## src/rtl/feature_word_serializer_if.sv

```systemverilog
// ---------------------------------------------------------------------------
// feature_word_serializer_if
// Bus bundle for feature_word_serializer: the column-vector capture side
// (data_i/valid_i/ready_o/addr_offset_i) and the word stream side
// (data_o/valid_o/ready_i/addr_o/last_o).
//   master : the serializer view (drives ready_o and the word stream)
//   slave  : the environment view (drives vectors in, accepts words)
// Optional macro FWS_WORD_LIMIT_EN adds num_words_i (per-vector word count).
// ---------------------------------------------------------------------------
interface feature_word_serializer_if #(
   parameter int aflDimY      = 128,
   parameter int inputWidth   = 32,
   parameter int elementWidth = 4,
   parameter int addrWidth    = 32
);
   localparam int numWords = aflDimY / (inputWidth / elementWidth);
   localparam int cntW     = $clog2(numWords + 1);

   logic [aflDimY-1:0][elementWidth-1:0] data_i;
   logic                                 valid_i;
   logic                                 ready_o;
   logic [addrWidth-1:0]                 addr_offset_i;
   logic [inputWidth-1:0]                data_o;
   logic                                 valid_o;
   logic                                 ready_i;
   logic [addrWidth-1:0]                 addr_o;
   logic                                 last_o;
`ifdef FWS_WORD_LIMIT_EN
   logic [cntW-1:0]                      num_words_i;
`endif

   modport master (
`ifdef FWS_WORD_LIMIT_EN
      input  num_words_i,
`endif
      input  data_i, valid_i, addr_offset_i, ready_i,
      output ready_o, data_o, valid_o, addr_o, last_o
   );

   modport slave (
`ifdef FWS_WORD_LIMIT_EN
      output num_words_i,
`endif
      output data_i, valid_i, addr_offset_i, ready_i,
      input  ready_o, data_o, valid_o, addr_o, last_o
   );
endinterface

```

## src/rtl/feature_word_serializer.sv

```systemverilog
// ---------------------------------------------------------------------------
// feature_word_serializer
// Captures one column vector (aflDimY elements x elementWidth bits) and drains
// it as inputWidth-bit words with valid/ready flow control. Each word carries
// addr_o = base offset + word index (wraps modulo 2^addrWidth). Element
// (k*inputElements + j) of word k sits at data_o[j*elementWidth +: elementWidth].
// Ports:
//   clk   : clock, rising edge
//   nrst  : asynchronous active-low reset
//   bus   : feature_word_serializer_if.master
//           capture side  data_i, valid_i, ready_o, addr_offset_i
//           stream side   data_o, valid_o, ready_i, addr_o, last_o
//           num_words_i   (only with FWS_WORD_LIMIT_EN)
// Optional feature macro: FWS_WORD_LIMIT_EN -- per-vector word count taken
// from num_words_i on capture, clamped to numWords; 0 emits nothing.
// ---------------------------------------------------------------------------
module feature_word_serializer #(
   parameter int aflDimY      = 128,
   parameter int inputWidth   = 32,
   parameter int elementWidth = 4,
   parameter int addrWidth    = 32
) (
   input  logic                          clk,
   input  logic                          nrst,
   feature_word_serializer_if.master     bus
);
   localparam int inputElements = inputWidth / elementWidth;
   localparam int numWords      = aflDimY / inputElements;
   localparam int cntW          = $clog2(numWords + 1);
   localparam int idxW          = (numWords > 1) ? $clog2(numWords) : 1;

   if ((inputWidth % elementWidth) != 0) begin : g_bad_elem
      $error("feature_word_serializer: inputWidth must be a multiple of elementWidth");
   end
   if ((aflDimY % inputElements) != 0) begin : g_bad_dim
      $error("feature_word_serializer: aflDimY must be a multiple of inputWidth/elementWidth");
   end

   typedef enum logic {IDLE, SEND} state_e;

   state_e                               state_q;
   // The captured vector viewed as words: same bit layout as data_i, so
   // word k holds elements k*inputElements .. k*inputElements+inputElements-1.
   logic [numWords-1:0][inputWidth-1:0]  buf_q;
   logic [addrWidth-1:0]                 base_q;
   logic [cntW-1:0]                      count_q;
   logic [cntW-1:0]                      limit_q;
   logic [cntW-1:0]                      limit_d;

   logic valid_w, last_w, hs_w, ready_w, capture_w;

`ifdef FWS_WORD_LIMIT_EN
   always_comb begin
      limit_d = bus.num_words_i;
      if (bus.num_words_i > cntW'(numWords)) limit_d = cntW'(numWords);
   end
`else
   assign limit_d = cntW'(numWords);
`endif

   assign valid_w   = (state_q == SEND);
   assign last_w    = (count_q == (limit_q - cntW'(1)));
   assign hs_w      = valid_w & bus.ready_i;
   // Accept a new vector in the same cycle the last word leaves: no bubble.
   assign ready_w   = ~valid_w | (hs_w & last_w);
   assign capture_w = bus.valid_i & ready_w;

   always_ff @(posedge clk or negedge nrst) begin
      if (!nrst) begin
         state_q <= IDLE;
         buf_q   <= '0;
         base_q  <= '0;
         count_q <= '0;
         limit_q <= '0;
      end else begin
         if (capture_w) begin
            // A capture always wins over the last-word handshake it overlaps.
            buf_q   <= bus.data_i;
            base_q  <= bus.addr_offset_i;
            count_q <= '0;
            limit_q <= limit_d;
            state_q <= (limit_d == '0) ? IDLE : SEND;
         end else if (hs_w) begin
            if (last_w) state_q <= IDLE;
            else        count_q <= count_q + cntW'(1);
         end
      end
   end

   assign bus.ready_o = ready_w;
   assign bus.valid_o = valid_w;
   assign bus.last_o  = valid_w & last_w;
   assign bus.data_o  = valid_w ? buf_q[count_q[idxW-1:0]] : '0;
   assign bus.addr_o  = valid_w ? (base_q + addrWidth'(count_q)) : '0;

endmodule

```

## src/flat_wrapper.sv

```systemverilog
// flat-port wrapper written by rule: the top's interface ports become plain ports
module feature_word_serializer_flat 
#(
   parameter int aflDimY      = 128,
   parameter int inputWidth   = 32,
   parameter int elementWidth = 4,
   parameter int addrWidth    = 32
)
  (clk, nrst, bus_data_i, bus_valid_i, bus_addr_offset_i, bus_ready_i, bus_ready_o, bus_data_o, bus_valid_o, bus_addr_o, bus_last_o);
  feature_word_serializer_if #(.aflDimY(aflDimY), .inputWidth(inputWidth), .elementWidth(elementWidth), .addrWidth(addrWidth)) bus_i ();
  input  logic clk;
  input  logic nrst;
  input wire logic [$bits(bus_i.data_i)-1:0] bus_data_i;
  input wire logic [$bits(bus_i.valid_i)-1:0] bus_valid_i;
  input wire logic [$bits(bus_i.addr_offset_i)-1:0] bus_addr_offset_i;
  input wire logic [$bits(bus_i.ready_i)-1:0] bus_ready_i;
  output wire logic [$bits(bus_i.ready_o)-1:0] bus_ready_o;
  output wire logic [$bits(bus_i.data_o)-1:0] bus_data_o;
  output wire logic [$bits(bus_i.valid_o)-1:0] bus_valid_o;
  output wire logic [$bits(bus_i.addr_o)-1:0] bus_addr_o;
  output wire logic [$bits(bus_i.last_o)-1:0] bus_last_o;
  assign bus_i.data_i = bus_data_i;
  assign bus_i.valid_i = bus_valid_i;
  assign bus_i.addr_offset_i = bus_addr_offset_i;
  assign bus_i.ready_i = bus_ready_i;
  assign bus_ready_o = bus_i.ready_o;
  assign bus_data_o = bus_i.data_o;
  assign bus_valid_o = bus_i.valid_o;
  assign bus_addr_o = bus_i.addr_o;
  assign bus_last_o = bus_i.last_o;
  feature_word_serializer #(.aflDimY(aflDimY), .inputWidth(inputWidth), .elementWidth(elementWidth), .addrWidth(addrWidth)) u_core (.clk(clk), .nrst(nrst), .bus(bus_i));
endmodule
```

## config.mk

```make
export PLATFORM = sky130hd
export DESIGN_NAME = feature_word_serializer_flat
export DESIGN_NICKNAME = d
export VERILOG_FILES = /design/src/rtl/feature_word_serializer_if.sv /design/src/rtl/feature_word_serializer.sv /design/src/flat_wrapper.sv
export SDC_FILE = /design/constraint.sdc
export NUM_CORES = 1
export LEC_CHECK = 0
export ABC_AREA = 1
export ABC_CLOCK_PERIOD_IN_PS = 2800
export BUFFER_PORTS_ARGS = -buffer_cell sky130_fd_sc_hd__buf_2
export CORE_ASPECT_RATIO = 2
export CORE_MARGIN = 5
export CORE_UTILIZATION = 50
export CTS_CLUSTER_DIAMETER = 80
export DETAILED_ROUTE_END_ITERATION = 16
export PLACE_DENSITY = 0.77
export SYNTH_ARGS = -nofsm -noshare
export SYNTH_HDL_FRONTEND = slang
export SYNTH_SLANG_ARGS = --single-unit
```

## constraint.sdc

```tcl
create_clock -name clk -period 2.8 [get_ports clk]
set_input_delay 0.7 -clock clk [delete_from_list [all_inputs] [get_ports clk]]
set_output_delay 0.7 -clock clk [all_outputs]
set_load 0.03 [all_outputs]
```

# Yosys cells after proc, flatten, opt, wreduce, memory -nomap -nowiden
# Index checks and enable logic that the tools add are counted.
classes:
  n_bitwise: 6
  muxes: 10
  magnitude_cmp: 1
  addsub: 3
  n_eq_ne: 2
  reduce_logical: 4
ops:
  columns: ["op", "n"]
  rows:
  - ["$bmux W32 S4", 1]
  - ["$mux W32", 3]
  - ["$add A32 B5 Y32", 1]
  - ["$mux W5", 3]
  - ["$add A5 B1 Y5 const B", 1]
  - ["$eq A5 B5 Y1", 1]
  - ["$lt A4 B5 Y1 const B", 1]
  - ["$sub A5 B1 Y5 const B", 1]
  - ["$and A1 B1 Y1", 4]
  - ["$reduce_and A2 Y1", 2]
  - ["$reduce_bool A2 Y1", 2]
  - ["$mux W1", 3]
  - ["$ne A2 B2 Y1 const B", 1]
  - ["$not A1 Y1", 1]
  - ["$or A1 B1 Y1", 1]
word_totals:
  out_inout_bits: 67
  word_cells: 46
  reg_bits: 551
  input_bits: 548

# Longest topological paths before layout
# Gate-level depths: netlist (run 1).
depth:
  ltp_word: 7
  mapped_depth: 13
  ltp_nobuf: 12

# Worst setup path before layout (run 1)
# OpenSTA, ideal clock, no wires.
synth_path:
  path_kind: "reg2out"
  startpoint: "register u_core.count_q[1]"
  endpoint: "output bus_addr_o[16]"
  t_required_ns: 2.100
  stages_incl_launch_ff: 14
  t_arrival_ns: 2.409
  setup_slack_ns: -0.309
  path_cell_list: "dfrtp_1 -> clkbuf_1 -> inv_2 -> clkbuf_1 -> fa_1 -> inv_1 -> nand3_1 -> nand3_1 -> nand2_1 -> nand2_1 -> nand2_1 -> nand2_1 -> nand2_1 -> nor2_1"
synth_via:
  elab_chain_len: 2
synth_rtl:
  columns: ["item", "line_no", "text"]
  rows:
  - ["start, declared", "feature_word_serializer.sv:46", "logic [cntW-1:0] count_q;"]
  - ["start signal, assigned", "feature_word_serializer.sv:85", "else count_q <= count_q + cntW'(1);"]
  - ["$add A32 B5 Y32", "feature_word_serializer.sv:94", "assign bus.addr_o = valid_w ? (base_q + addrWidth'(count_q)) : '0;"]
  - ["$mux W32", "feature_word_serializer.sv:94", null]
  - ["end, declared", "flat_wrapper.sv:20", "output wire logic [$bits(bus_i.addr_o)-1:0] bus_addr_o;"]
# No other way between the ends.

# Final worst setup path (run 1)
layout_path:
  startpoint: "register u_core.count_q[1]"
  endpoint: "output bus_data_o[20]"
layout_via:
  elab_chain_len: 3
layout_rtl:
  columns: ["item", "line_no", "text"]
  rows:
  - ["$bmux W32 S4", "feature_word_serializer.sv:93", "assign bus.data_o = valid_w ? buf_q[count_q[idxW-1:0]] : '0;"]
  - ["$mux W32 (not written as such)", "feature_word_serializer.sv:93", null]
  - ["$mux W32", "feature_word_serializer.sv:93", null]
  - ["end, declared", "flat_wrapper.sv:18", "output wire logic [$bits(bus_i.data_o)-1:0] bus_data_o;"]
# No other way between the ends. The select of a mux whose other input is x is not followed.

==> results of run 1 <==
==> cell families (layout without fill, tap and decap cells) <==
group                    count (synthesis)  after routing  share of synthesized area, %
AND/OR/NAND/NOR                       2874           2875                          40.8
buffers and inverters                  564           1167                          8.04
flip-flops                             551            551                          47.8
AO/OA/AOI/OAI                          159            159                          2.82
adder cells (fa/ha/maj)                  7              7                         0.329
XOR/XNOR                                 7              7                         0.212
other                                    0              9                             0
==> placed cells by master (no fill, tap or decap), types with 5 or more instances in the layout <==
master / Yosys / final
sky130_fd_sc_hd__a21oi_2: 1 / 15
sky130_fd_sc_hd__buf_8: 0 / 6
sky130_fd_sc_hd__nand3_4: 0 / 14
sky130_fd_sc_hd__buf_12: 0 / 42
sky130_fd_sc_hd__clkinv_2: 0 / 10
sky130_fd_sc_hd__nand2_4: 0 / 14
sky130_fd_sc_hd__o21ai_1: 0 / 13
sky130_fd_sc_hd__nand3_1: 774 / 706
sky130_fd_sc_hd__nor2_4: 1 / 10
sky130_fd_sc_hd__clkbuf_16: 0 / 56
sky130_fd_sc_hd__dfrtp_1: 551 / 544
sky130_fd_sc_hd__clkinvlp_4: 0 / 5
sky130_fd_sc_hd__inv_2: 3 / 10
sky130_fd_sc_hd__clkbuf_8: 0 / 9
sky130_fd_sc_hd__buf_6: 1 / 66
sky130_fd_sc_hd__nand2_1: 1814 / 1768
sky130_fd_sc_hd__buf_4: 12 / 109
sky130_fd_sc_hd__bufbuf_16: 0 / 6
sky130_fd_sc_hd__diode_2: 0 / 9
sky130_fd_sc_hd__buf_2: 122 / 547
sky130_fd_sc_hd__dfrtp_2: 0 / 5
sky130_fd_sc_hd__buf_16: 0 / 18
sky130_fd_sc_hd__nor2_2: 1 / 25
sky130_fd_sc_hd__o21ai_0: 107 / 91
sky130_fd_sc_hd__nand3_2: 0 / 54
sky130_fd_sc_hd__ha_4: 0 / 5
sky130_fd_sc_hd__nand2_2: 0 / 33
sky130_fd_sc_hd__inv_1: 270 / 261
sky130_fd_sc_hd__a21oi_1: 46 / 11
sky130_fd_sc_hd__a21oi_4: 0 / 21
sky130_fd_sc_hd__bufinv_16: 0 / 7
sky130_fd_sc_hd__nor2_1: 273 / 240
==> synth_stat cells, drive strengths merged <==
| cell type | instances | area [um2] |
|---|---|---|
| nor2 | 275 | 1040 |
| nand3b | 1 | 7.51 |
| xnor2 | 3 | 26.3 |
| nand2 | 1814 | 6810 |
| o21bai | 1 | 7.51 |
| o2111ai | 1 | 8.76 |
| a21oi | 47 | 239 |
| inv | 273 | 1020 |
| clkbuf | 134 | 503 |
| o21ai | 107 | 536 |
| dfrtp | 551 | 13800 |
| and2 | 4 | 25.0 |
| a21boi | 2 | 15.0 |
| xor2 | 4 | 35.0 |
| clkinv | 1 | 3.75 |
| fa | 1 | 20.0 |
| nand3 | 774 | 3870 |
| nand4 | 4 | 25.0 |
| nor3 | 2 | 10.0 |
| buf | 156 | 791 |
| a21o | 1 | 7.51 |
| ha | 6 | 75.1 |
==> through the flow <==
stage / cell area, um2 / std cells / util, % / hold slack (ns)
final: 37600 / 5531 / 65.7 / 0.0743
after CTS: 36800 / 5505 / 64.2 / 0.0691
after detailed placement: 33300 / 5385 / 58.2 / 0.453
after global placement: 33300 / 5385 / 58.2 / 0.448
after floorplan: 28900 / 4162 / - / 0.404
after global routing: 37600 / 5527 / 65.7 / 0.0841
==> flip-flops by register name, summed over array words and instances (netlist names) <==
signal / count
u_core.base_q: 32
u_core.buf_q: 512
u_core.bus.valid_o: 1
u_core.count_q: 5
u_core.limit_q: 1
==> layer usage <==
layer  GRT usage [%]  up-vias  wire, um
met1            42.9    14345     42000
met3            6.14      399     10200
met5               0        -        31
met2            57.4     1817     54800
met4            23.9        4      9530
li1                -    14135         -
==> worst max-delay path: cells and delay by family, from the launching register on <==
kind | cells | cell delay [ns]
buf+inv | 4 | 0.60
compound gates | 2 | 0.38
flops | 1 | 0.53
simple gates | 3 | 0.44
==> worst min path at each step <==
| stage | to | slack, ns | cells past startpoint |
|---|---|---|---|
| final | u_core.buf_q[269] | 0.07 | 1 |
| after global routing | u_core.buf_q[269] | 0.08 | 1 |
| after CTS | u_core.buf_q[269] | 0.07 | 1 |
| after detailed placement | u_core.buf_q[186] | 0.45 | 2 |
| after global placement | u_core.buf_q[52] | 0.45 | 2 |
| after floorplan | u_core.base_q[0] | 0.40 | 0 |
==> power groups by stage <==
stage	Sequential [mW]	Combinational (mW)	Clock (mW)
global placement	12.7	13.5	0
finish	12.8	17.4	7.46
CTS	12.7	16.1	7.51
global route	13.1	18.9	7.80
floorplan	12.1	8.61	0
detailed placement	12.7	13.7	0
==> final cells by class <==
class                           instances  area, um2  area share, %
Multi-Input combinational cell       3048      13900           37.0
Sequential cell                       551      13800           36.7
Clock buffer                           62       1390           3.69
Antenna cell                            9       22.5         0.0599
Tap cell                              756        946           2.52
Inverter                              274       1060           2.81
Timing Repair inverter                  2       28.8         0.0765
Clock inverter                         29        367          0.975
Timing Repair Buffer                  800       6070           16.1
==> repair_timing <==
| action | in CTS | in global routing |
|---|---|---|
| pin swaps | 45 | 56 |
| setup buffers | 14 | 11 |
| gates cloned | 16 | 6 |
| setup endpoints to repair | 282 | 104 |
| gates resized for setup | 307 | 139 |
==> out/metrics.cfg, run 1 <==
[global_route]
grt_max_degree = 129
global_route_total_usage_across_every_layer_pct = 35.2
grt_pass1_wl_um = 172000
number_of_antenna_violations_at_the_first_check_in_global_routing = 14
grt_pass1_vias = 29847
grt_overflow = 0

[worst_setup_path]
worst_r2r_startpoint = u_core.count_q[0]
r2r_slack_ns = 0.10
crit_path_end = bus_data_o[20]
critical-path-slowest-cell = sky130_fd_sc_hd__dfrtp_4
timing.rr.end = u_core.buf_q[441]
path_max_fanout = 11
timing.setup.critical_path_class = reg2out
worst_setup_path_end_kind = output pin
worstPathArrival_ns = 2.55
critPathLaunchType = register
r2r_cells = 13
critical_path_required_ns = 2.10
crit_path_max_incr_delay_ns = 0.53
critPathLaunch = u_core.count_q[1]
critical_path.cell_chain = clkinv_8 -> buf_12 -> buf_16 -> nor2_1 -> o21ai_0 -> nand3_2 -> nand3_1 -> a21oi_2 -> buf_6

[run_status]
failed_checks = setup timing
status = complete, but fails checks

[layout]
flow.area_growth_from_synthesis_pct = 30.2
design.final.nets = 5281
drive_above_1_share_pct = 23.3
total_of_fill_cells_in_the_finished_design = 4945

[routing]
drt_wl_total_um = 117000
vias_per_cell = 5.55
wl_per_cell_um = 21.1
detail_route.iter0.violations = 3562
firstDrtPassIters = 7
antenna_violation_net_count_after_detailed_routing = 0
vias = 30700
route.detailed.drc = 0

[synthesis]
syn_nets = 4717
synth-seq-area-share_pct = 47.8
ff_latch_count_synth = 551
synth.cell_area_mm2 = 0.0289
yosysUniqueCellTypes = 29
synth.yosys.warnings = 0
postSynthCellCount = 4162
syn-mean-instance-area_um2 = 6.94

[timing]
fin_setup_tns_ns = -21.04
grt_setup_unrepaired = true
worst_pin_slew_ns = 0.605
setup_ws_ns = -0.451
hold_viol_final = 0
max_freq_mhz = 308
min_period_ns = 3.25
final_setup_skew_ns = 0.0283
post-route-period-util_pct = 116
setup_viol_count_final = 64
maxSlewViolCount = 0
slew_headroom_pct = 59.7

[clock_network]
cts.sink_count = 551
cts_hold_buf = 0
clock_insertion_delay_worst_skew_ns = 0.60
cts_root_buffer = sky130_fd_sc_hd__clkbuf_16
tritoncts.num_buffers = 49
cts_buffer_depth = 3
clkTransAtPathRegs_ns = 0.07
cts.htree.levels = 2
cts_tree = built

[floorplanning]
fp.coreArea_mm2 = 0.0572
floorplan.io_pins = 615
chipWidth_um = 180
floorplan.initialDensity_pct = 50.4
std_cell_rows = 124
fp.dieH_um = 350
die-area_mm2 = 0.0629

[placed_design]
portBuffers = 614
gp_routability_congestion = 0.979
hpwl_um = 81700
place_worst_setup_slack_ns = -0.0670

[power_and_ir_drop]
power_frac_comb_pct = 46.2
power.net_switching_mw = 15.9
share_clk_of_total_power_pct = 19.8
swShare_pct = 42.2
leakage_nw = 20.8
total_power_mw = 37.7
vdd.ir_drop.worst_v = 0.00145
seq_power_share_pct = 34.0
cellInternalPower_mw = 21.8
total_power_divided_by_cell_area_mw_per_mm2 = 1000

[job]
max_cap_viols = 0

[hold_path]
hp-class = in2async

Power figures use the tool's default switching activity.
==> run 2: changes to the inputs <==
--- a/config.mk
+++ b/config.mk
@@ -9,7 +9,7 @@
 export ABC_CLOCK_PERIOD_IN_PS = 2800
 export BUFFER_PORTS_ARGS = -buffer_cell sky130_fd_sc_hd__buf_2
 export CORE_ASPECT_RATIO = 2
-export CORE_MARGIN = 5
+export CORE_MARGIN = 8
 export CORE_UTILIZATION = 50
 export CTS_CLUSTER_DIAMETER = 80
 export DETAILED_ROUTE_END_ITERATION = 16
==> run 2 against run 1 <==
The flow still finishes with violations (setup timing). Design area is 2.8% higher. Clock power is 2% lower. Die area is 5.1% higher. Final cell count is 0.58% higher. Routed wire length is 4.7% higher. First-iteration DRC count is 7.2% lower. Sequential share of layout area is 1.0 points lower. Flip-flop and latch count stayed put. Largest power group unchanged.
==> out/metrics.cfg, run 2 (same netlist as run 1, synthesis figures left out) <==
[clock_network]
cts_buffer_depth = 3  ; unchanged
cts_tree = built  ; unchanged
tritoncts.num_buffers = 49  ; unchanged
cts.htree.levels = 2  ; unchanged
clock_insertion_delay_worst_skew_ns = 0.61  ; was 0.60 ns
cts_root_buffer = sky130_fd_sc_hd__clkbuf_16  ; unchanged
cts.sink_count = 551  ; unchanged
cts_hold_buf = 0  ; unchanged
clkTransAtPathRegs_ns = 0.07  ; about the same

[worst_setup_path]
timing.setup.critical_path_class = reg2out  ; unchanged
timing.rr.end = u_core.buf_q[321]  ; was u_core.buf_q[441]
worst_setup_path_end_kind = output pin  ; unchanged
r2r_slack_ns = 0.22  ; was 0.10 ns
critPathLaunchType = register  ; unchanged
path_max_fanout = 12  ; was 11
critical_path_required_ns = 2.10  ; about the same
worst_r2r_startpoint = u_core.count_q[1]  ; was u_core.count_q[0]
r2r_cells = 10  ; was 13
worstPathArrival_ns = 2.56  ; was 2.55 ns

[placed_design]
portBuffers = 614  ; unchanged
hpwl_um = 86400  ; was 81700 um
gp_routability_congestion = 0.963  ; was 0.979
place_worst_setup_slack_ns = -0.116  ; was -0.0670 ns
dpl-instance-area_mm2 = 0.0336  ; was 0.0333 mm2

[layout]
largest-register = u_core.buf_q  ; unchanged
biggestRegsByFlops = u_core.buf_q: 512 flops, u_core.base_q: 32 flops, u_core.count_q: 5 flops  ; unchanged
most-common-layout-cells = sky130_fd_sc_hd__nand2_1 (1694), sky130_fd_sc_hd__nand3_1 (685), sky130_fd_sc_hd__buf_2 (547)  ; was sky130_fd_sc_hd__nand2_1 (1768), sky130_fd_sc_hd__nand3_1 (706), sky130_fd_sc_hd__buf_2 (547)
final_area_mm2 = 0.0387  ; was 0.0376 mm2
flow.area_growth_from_synthesis_pct = 33.9  ; was 30.2%
design.final.nets = 5317  ; was 5281
final_common_cell = sky130_fd_sc_hd__nand2_1  ; unchanged
largest_reg_flops = 512  ; unchanged
drive_above_1_share_pct = 26.4  ; was 23.3%

[timing]
hold_viol_final = 0  ; unchanged
maxSlewViolCount = 0  ; unchanged
max_freq_mhz = 307  ; was 308 MHz
final_setup_skew_ns = 0.0173  ; was 0.0283 ns
setup_viol_count_final = 63  ; was 64
grt_setup_unrepaired = true  ; unchanged
slew_headroom_pct = 49.2  ; was 59.7%
hold-worst-slack_ns = 0.0611  ; was 0.0743 ns
post-route-period-util_pct = 116  ; about the same
setup_ws_ns = -0.461  ; was -0.451 ns
min_period_ns = 3.26  ; was 3.25 ns
worst_pin_slew_ns = 0.761  ; was 0.605 ns

[global_route]
grt_overflow = 0  ; unchanged
number_of_antenna_violations_at_the_first_check_in_global_routing = 15  ; was 14
grt_pass1_vias = 30142  ; was 29847
grt_pass1_wl_um = 175000  ; was 172000 um
grt_max_degree = 89  ; was 129
global_route_total_usage_across_every_layer_pct = 35.0  ; was 35.2%

[routing]
drt_wl_total_um = 122000  ; was 117000 um
vias_per_cell = 5.56  ; was 5.55
detail_route.iter0.violations = 3305  ; was 3562
wl_per_cell_um = 21.9  ; was 21.1 um
vias = 30956  ; was 30700
firstDrtPassIters = 8  ; was 7
route.detailed.drc = 0  ; unchanged
antenna_violation_net_count_after_detailed_routing = 0  ; unchanged

[job]
max_cap_viols = 0  ; unchanged

[hold_path]
hp-class = in2async  ; unchanged

[floorplanning]
fp.dieH_um = 356  ; was 350 um
floorplan.initialDensity_pct = 50.6  ; was 50.4%
chipWidth_um = 186  ; was 180 um
floorplan.io_pins = 615  ; unchanged
fp.coreArea_mm2 = 0.0571  ; was 0.0572 mm2
std_cell_rows = 124  ; unchanged
die-area_mm2 = 0.0662  ; was 0.0629 mm2

[power_and_ir_drop]
vdd.ir_drop.worst_v = 0.000890  ; was 0.00145 V
total_power_divided_by_cell_area_mw_per_mm2 = 996  ; was 1000 mW/mm2
total_power_mw = 38.5  ; was 37.7 mW
leakage_nw = 21.2  ; was 20.8 nW

[run_status]
failed_checks = setup timing  ; unchanged
status = complete, but fails checks  ; unchanged

## run 2: changes by cell type in the layout (fill, tap and decap cells not counted), moves of 10 or more
cell and delta:
sky130_fd_sc_hd__nand2_1 -74, sky130_fd_sc_hd__inv_1 -14, sky130_fd_sc_hd__buf_12 +19, sky130_fd_sc_hd__nand3_1 -21, sky130_fd_sc_hd__nand2_2 +69, sky130_fd_sc_hd__o21ai_0 -10, sky130_fd_sc_hd__nand3_2 +18, sky130_fd_sc_hd__buf_6 +16
sky130_fd_sc_hd__inv_2 +12
## run 2: where the power goes
part	switching, mW	internal (mW)
Clock	3.24	4.09
Combinational	11.1	7.13
Sequential	2.07	10.8
## run 2: how the worst max path moves through the flow
stage,start,end,depth (start not counted)
final,u_core.count_q[0],bus_data_o[16],12
after CTS,u_core.count_q[0],bus_data_o[16],12
after floorplan,u_core.count_q[1],bus_addr_o[16],13
after global routing,u_core.count_q[0],bus_data_o[4],9
after global placement,u_core.count_q[0],bus_data_o[13],10
after detailed placement,u_core.count_q[0],bus_data_o[14],10
## run 2: stage by stage
step | setup TNS, ns | instances | util, %
after global routing | -27.43 | 5560 | 67.7
after CTS | -22.81 | 5523 | 65.1
final | -22.71 | 5563 | 67.7
after detailed placement | -0.722 | 5407 | 58.9
after floorplan | 0 | 4162 | -
after global placement | -0.827 | 5407 | 58.9
## run 2: timing repair
item | CTS | global route
setup endpoints to repair | 65 | 103
pin swaps | 87 | 113
gates cloned | 17 | 17
setup buffers | 9 | 18
resized for setup | 372 | 260
## run 2: per-layer routing
| metal | part of all wire [%] | global-route usage, % | vias up |
|---|---|---|---|
| li1 | - | - | 14220 |
| met1 | 35 | 41.2 | 14449 |
| met2 | 47 | 57.0 | 1890 |
| met3 | 9.7 | 6.55 | 383 |
| met4 | 7.6 | 23.8 | 14 |
| met5 | 0.079 | 0 | - |
## run 2: final cells by class
class,instances,area [um2]
fill,4897,18400
multi-input combinational,3047,14400
sequential,551,13800
timing repair buffer,837,6710
clock buffer,70,1450
inverter,274,1060
tap,756,946
clock inverter,20,272
timing repair inverter,2,31.3
antenna,6,15.0
## run 2: worst max-delay path, cell delays in order (launching register included)
cell and delay, ns:
sky130_fd_sc_hd__dfrtp_4 0.53, sky130_fd_sc_hd__buf_12 0.19, sky130_fd_sc_hd__buf_16 0.17, sky130_fd_sc_hd__buf_12 0.15, sky130_fd_sc_hd__nand2_1 0.08, sky130_fd_sc_hd__nand3_2 0.08, sky130_fd_sc_hd__nand2_2 0.07, sky130_fd_sc_hd__nand2_2 0.07
sky130_fd_sc_hd__nand2_2 0.12, sky130_fd_sc_hd__inv_2 0.05, sky130_fd_sc_hd__a21oi_2 0.15, sky130_fd_sc_hd__buf_4 0.15, sky130_fd_sc_hd__buf_6 0.13
